`src/rtl/fixed_point_subtractor.sv`:
```
// fixed_point_subtractor: sequential saturating two's-complement A-B with clamp-event counter
module fixed_point_subtractor #(
  parameter int WIDTH     = 16,
  parameter int CNT_WIDTH = 8
) (
  input  logic                 clk,
  input  logic                 reset,
  input  logic                 enable,
  input  logic [WIDTH-1:0]     A,
  input  logic [WIDTH-1:0]     B,
  input  logic                 clear_count,
  output logic [WIDTH-1:0]     diff,
  output logic                 done,
  output logic                 busy,
  output logic                 overflow,
  output logic [CNT_WIDTH-1:0] sat_count
);
  typedef enum logic [1:0] {IDLE, SUB, CLAMP} state_t;
  localparam logic [WIDTH-1:0] MAX_POS = {1'b0, {(WIDTH-1){1'b1}}};
  localparam logic [WIDTH-1:0] MIN_NEG = {1'b1, {(WIDTH-1){1'b0}}};
  state_t               state_q, state_d;
  logic [WIDTH:0]       temp_q, temp_d;
  logic [WIDTH-1:0]     diff_q, diff_d;
  logic                 done_q, done_d, busy_q, busy_d, ovf_q, ovf_d;
  logic [CNT_WIDTH-1:0] cnt_q, cnt_d;
  logic                 accept, sat_pos, sat_neg;
  assign accept  = enable && (state_q == IDLE || state_q == CLAMP);
  assign sat_pos = temp_q[WIDTH:WIDTH-1] == 2'b01;
  assign sat_neg = temp_q[WIDTH:WIDTH-1] == 2'b10;
  assign diff      = diff_q;
  assign done      = done_q;
  assign busy      = busy_q;
  assign overflow  = ovf_q;
  assign sat_count = cnt_q;
  // State register; an in-flight op is simply dropped on reset
  always_ff @(posedge clk or negedge reset) begin
    if (!reset) state_q <= IDLE;
    else        state_q <= state_d;
  end
  // Next state: new ops are only taken in IDLE or on the CLAMP cycle
  always_comb begin
    state_d = accept ? SUB : (state_q == SUB) ? CLAMP : IDLE;
  end
  // Next values of the registered outputs and the exact (WIDTH+1)-bit difference
  always_comb begin
    temp_d = accept ? {A[WIDTH-1], A} - {B[WIDTH-1], B} : temp_q;
    diff_d = (state_q != SUB) ? diff_q : sat_pos ? MAX_POS : sat_neg ? MIN_NEG : temp_q[WIDTH-1:0];
    ovf_d  = (state_q == SUB) ? (sat_pos || sat_neg) : ovf_q;
    done_d = state_q == SUB;
    busy_d = state_d == SUB;
    cnt_d  = clear_count ? '0 : (done_d && ovf_d && cnt_q != '1) ? cnt_q + 1'b1 : cnt_q;
  end
  // Output and datapath registers
  always_ff @(posedge clk or negedge reset) begin
    if (!reset) begin
      temp_q <= '0;
      diff_q <= '0;
      done_q <= 1'b0;
      busy_q <= 1'b0;
      ovf_q  <= 1'b0;
      cnt_q  <= '0;
    end else begin
      temp_q <= temp_d;
      diff_q <= diff_d;
      done_q <= done_d;
      busy_q <= busy_d;
      ovf_q  <= ovf_d;
      cnt_q  <= cnt_d;
    end
  end
endmodule

```
`config.mk`:
```
export PLATFORM = sky130hd
export DESIGN_NAME = fixed_point_subtractor
export DESIGN_NICKNAME = d
export VERILOG_FILES = /design/src/rtl/fixed_point_subtractor.sv
export SDC_FILE = /design/constraint.sdc
export NUM_CORES = 1
export LEC_CHECK = 0
export ABC_AREA = 0
export CORE_ASPECT_RATIO = 0.7
export CORE_UTILIZATION = 45
export CTS_BUF_LIST = sky130_fd_sc_hd__clkbuf_8
export CTS_CLUSTER_SIZE = 20
export DETAILED_ROUTE_END_ITERATION = 8
export PLACE_DENSITY = 0.77
export SYNTH_ARGS = -nofsm -noshare
export SYNTH_HDL_FRONTEND = slang
export SYNTH_SLANG_ARGS = --single-unit
```
`constraint.sdc`:
```
create_clock -name clk -period 1.5 [get_ports clk]
set_input_delay 0.3 -clock clk [delete_from_list [all_inputs] [get_ports clk]]
set_output_delay 0.3 -clock clk [all_outputs]
set_load 0.02 [all_outputs]
```
Word-level counts from Yosys, hierarchy flattened
Cells that the tools add are included.
- add/subtract/negate cells: 2
- multiply operators: 0
- div/mod/pow operators: 0
- magnitude comparators: 0
- equal/unequal tests: 7
- shift operators: 0
- mux-type cells: 7
- bitwise operators: 0
- reduce and logical (&&, ||, !) cells: 7
- operators with widths (kind ; number):
    $mux 16 ; 2
    $sub 16x16->17 ; 1
    $mux 8 ; 2
    $add 8x1->8 const B ; 1
    $ne 8x8->1 const B ; 1
    $eq 2x1->1 const B ; 3
    $eq 2x2->1 const B ; 2
    $mux 2 ; 2
    $logic_and 1x1->1 ; 3
    $logic_not 2->1 ; 1
    $logic_or 1x1->1 ; 2
    $ne 2x1->1 const B ; 1
    $reduce_bool 2->1 ; 1
    $mux 1 ; 1
- register bits after elaboration: 46
- latch bits: 0
- RAM bits: 0
- memory bits (read-only): 0
- word-level logic and storage cells: 30
- memories kept: 0

Logic depth before layout (Yosys ltp)
- depth after elaboration: 7
- mapped depth: 9

Worst setup path before layout
OpenSTA, ideal clock, no wires.
- kind: input -> register
- start point: in A[0]
- end point: reg temp_q[16]
- arrival time: 1815 ps
- data required time: 1368 ps
- path slack: -448 ps
- cell stages on the path: 9
- path through: inv_1 > ha_1 > fa_1 > and2b_1 > o2111ai_2 > a21oi_2 > a211oi_2 > o21ai_0 > o211ai_1
- longest elaborated chain between the ends: 1
- ends and longest elaborated chain (item ; RTL line ; source):
    start, declared ; 9 ; input logic [WIDTH-1:0] A,
    $sub 16x16->17 ; 46 ; temp_d = accept ? {A[WIDTH-1], A} - {B[WIDTH-1], B} : temp_q;
    end signal, assigned ; 63 ; temp_q <= temp_d;
    end, declared ; 22 ; logic [WIDTH:0] temp_q, temp_d;
No other way between the ends.
A chain may end at the register's enable or synchronous reset.

Final worst setup path
- start point: in A[0]
- end point: reg temp_q[12]
The elaborated chain is that of the path after synthesis.

==> key figures <==
Outcome
  • Status: complete, but fails checks
  • Failing checks: negative setup slack

Place
  • Port buffer count: 62
  • Gp weighted congestion: 0.8349
  • Place WS: -1.066 ns
  • Post-DP Area: around 3800 um^2
  • Detailed Place HPWL: 5006 um

Critical path
  • Reg2Reg Setup Slack: -0.19 ns
  • Critical Path Sink: temp_q[12]
  • Worst Path Arrival: 2.03 ns
  • CP startpoint: A[0]
  • RR Endpoint: sat_count[7]
  • Worst Setup Path Type: in2reg
  • Critical-path top delay cell: a221oi_2
  • Crit-path max FO: 3
  • Crit-path max cell delay: about 0.38 ns
  • Reg-to-reg startpoint: temp_q[15]
  • Required @ worst endpoint: 1.69 ns
  • Worst-path cell chain: buf_8 > clkinv_8 > ha_4 > fa_2 > and2b_2 > o2111ai_4 > a21oi_4 > a221oi_2 > xor2_1 > o21ai_1
  • Worst reg-to-reg path cell count: 8
  • Worst setup SP type: primary input
  • Crit path capture type: flop

Timing
  • RSZ-0062 raised after global routing: yes
  • Fin. Hold Viols: 0
  • Slew Viols, Final: 0
  • Setup violators final: 17
  • Clock Skews: between 0.008 and 0.009 ns
  • Least-Margin Pin Slew: 0.3995 ns
  • Highest clock rate: 544.2 MHz
  • Relative slew slack: 0.7308
  • Final Critical Period: 1.838 ns
  • Hold slack final: 0.2928 ns
  • Final Cycle Share: 1.225
  • Setup WS post-layout: -0.3377 ns

Die
  • Row cnt: 23
  • CORE AREA: 5727 um^2
  • Die height: 66.40 um
  • IO Count: 63
  • Die X: 94 um
  • Die area: ~6200 um^2
  • Initial Util: 0.4656

Yosys
  • Top cells by area, synth: dfrtp_1 (42%), ha_1 (9.4%), o21ai_0 (6.9%), nand2_1 (6.8%), a21oi_1 (4.9%)
  • Synth top cells by count: nand2_1 (48), dfrtp_1 (45), o21ai_0 (37)
  • Post-Syn Nets: 355
  • Post-Syn Area: 2666 um^2
  • EDFF count, synth: 0
  • Sequential area share after synthesis: 0.4223
  • Synth top area share: 0.4223
  • FF+latch count, synth: 45
  • Post-synth ARST share: 1.000
  • Top_reg_cell synth: dfrtp_1
  • Cell taking the most area after synthesis: dfrtp_1
  • Avg Cell Area, Syn: 8.947 um^2
  • Most frequent cell after synthesis: nand2_1
  • Post-synth cell types: 45
  • Synth Instances: 298
  • Warnings from Yosys: 0

Detailed routing
  • Drt wl/cell: between 15 and 20 um
  • Drt drc: 0
  • Via count: 2,680
  • Drt total wl: 8303 um
  • Routed Antenna Nets: 0
  • Vias/cell: 5.328
  • DRT Pass-1 Iters: 4
  • Initial drt markers: 142

CTS
  • Number of CTS-inserted buffers: 5
  • CTS Buffer Depth: 2
  • Worst-path clk slew: 0.08 ns
  • Clk sinks: 45
  • H-tree levels: 2
  • Worst skew pair latency: ~0.30 ns
  • Clock root buffer: clkbuf_8
  • CTS tree: yes

Global route
  • Initial antenna violation count: 0
  • Vias in the first global route: 2,524
  • Largest net degree at the start of global routing: 46
  • First-pass GRT wire length: 11,810 um
  • Aggregate global routing overflow: 0
  • Overall global routing resource usage: 0.2488

Power
  • Power Total: roughly 4200 uW
  • Pwr dens: 941.7 nW/um^2
  • VDD IR-drop max: 466.0 uV
  • Leak pwr: 0.002087 uW

Final layout
  • P&R area growth vs syn: 66.82%
  • Final Net Count: around 480
  • Share of layout cells above drive strength 1: 0.4112
  • # diodes: 0
  • Finished Cell Area: 4448 um^2

Min path
  • Min-delay src: B[0]
  • HP Class: in2reg

Flow run
  • MaxCap Viol Count: 0
layout make-up:
type	count	area, um^2
clock buffers	5	68.82
clock inverters	3	11.26
fillers	382	1279
inverters	25	117.6
multi-input cells	216	1862
flip-flops and latches	45	1129
well taps	75	93.84
repair buffers	133	1159
repair inverters	1	7.507
timing repair:
| action | CTS | global route |
|---|---|---|
| buffers inserted | 17 | 8 |
| gates cloned | 0 | 1 |
| hold buffers | 1 | 0 |
| setup endpoints to repair | 50 | 33 |
| pin swaps | 60 | 30 |
| resized for setup | 173 | 33 |
| hold endpoints to repair | 45 | 0 |
how the worst min path moves through the flow:
| stage | end | slack (ns) | cells after the start |
|---|---|---|---|
| 2_1_floorplan | busy | 0.004 | 0 |
| 3_3_place_gp | sat_count[4] | 0.29 | 2 |
| 3_5_place_dp | sat_count[4] | 0.30 | 2 |
| 4_1_cts | temp_q[0] | 0.29 | 3 |
| 5_1_grt | temp_q[0] | 0.30 | 3 |
| 6_report | temp_q[0] | 0.29 | 3 |
where the power goes:
group | switching (uW) | internal, uW
Clock | 400 | 311
Combinational | 978 | 878
Sequential | 156 | 1470
placed cells by master, fill, tap and decap left out, types with 4 or more instances in the layout:
cell,count
o21ai_0,26
dfrtp_1,43
clkbuf_8,5
clkbuf_2,4
xnor2_1,6
nand2b_1,4
o21ai_1,10
xor2_1,11
a21oi_2,6
buf_6,18
a21o_1,4
ha_4,18
inv_1,9
clkdlybuf4s50_1,4
a21oi_1,17
nand4_1,5
buf_4,57
nor2_1,11
nand2_1,43
a21oi_4,6
inv_2,14
clkdlybuf4s15_1,4
dlygate4sd2_1,38
critical path: cells and delay by family:
family	cells	cell delay [ns]
AOI/OAI and AO/OA	4	0.83
xor gates and xnor gates	1	0.20
adders and majority gates	2	0.32
buffers and inverters	2	0.15
and+or+nand+nor	1	0.24
state kept, by name, indices dropped and copies added, names as in the netlist:
signal     count
sat_count      8
busy           1
temp_q        17
done           1
overflow       1
diff          16
state_q        1
logic make-up after synthesis:
group                      after synthesis  synth area share
AOI/OAI and AO/OA                       85            0.1905
xor gates and xnor gates                19           0.06241
adders and majority gates               21            0.1014
buffers and inverters                   37           0.06054
DFF                                     45            0.4223
muxes                                    1          0.003754
and+or+nand+nor                         90            0.1591
through the flow:
step           setup TNS (ns)  utilization  std cells
6_report               -2.633       0.7767        503
5_1_grt                -3.868       0.7767        503
4_1_cts               -0.9918       0.7533        496
3_5_place_dp           -13.05       0.6701        470
3_3_place_gp           -11.68       0.6701        470
2_1_floorplan          -2.060            -        298
layer usage:
metal	up-vias	track usage	share of wire
li1	1277	-	-
met5	-	0	0
met3	23	0.03218	0.043
met1	1274	0.3223	0.43
met4	0	0.1038	0.031
met2	106	0.4206	0.50
Note: power is estimated with default switching activity, not from simulation.
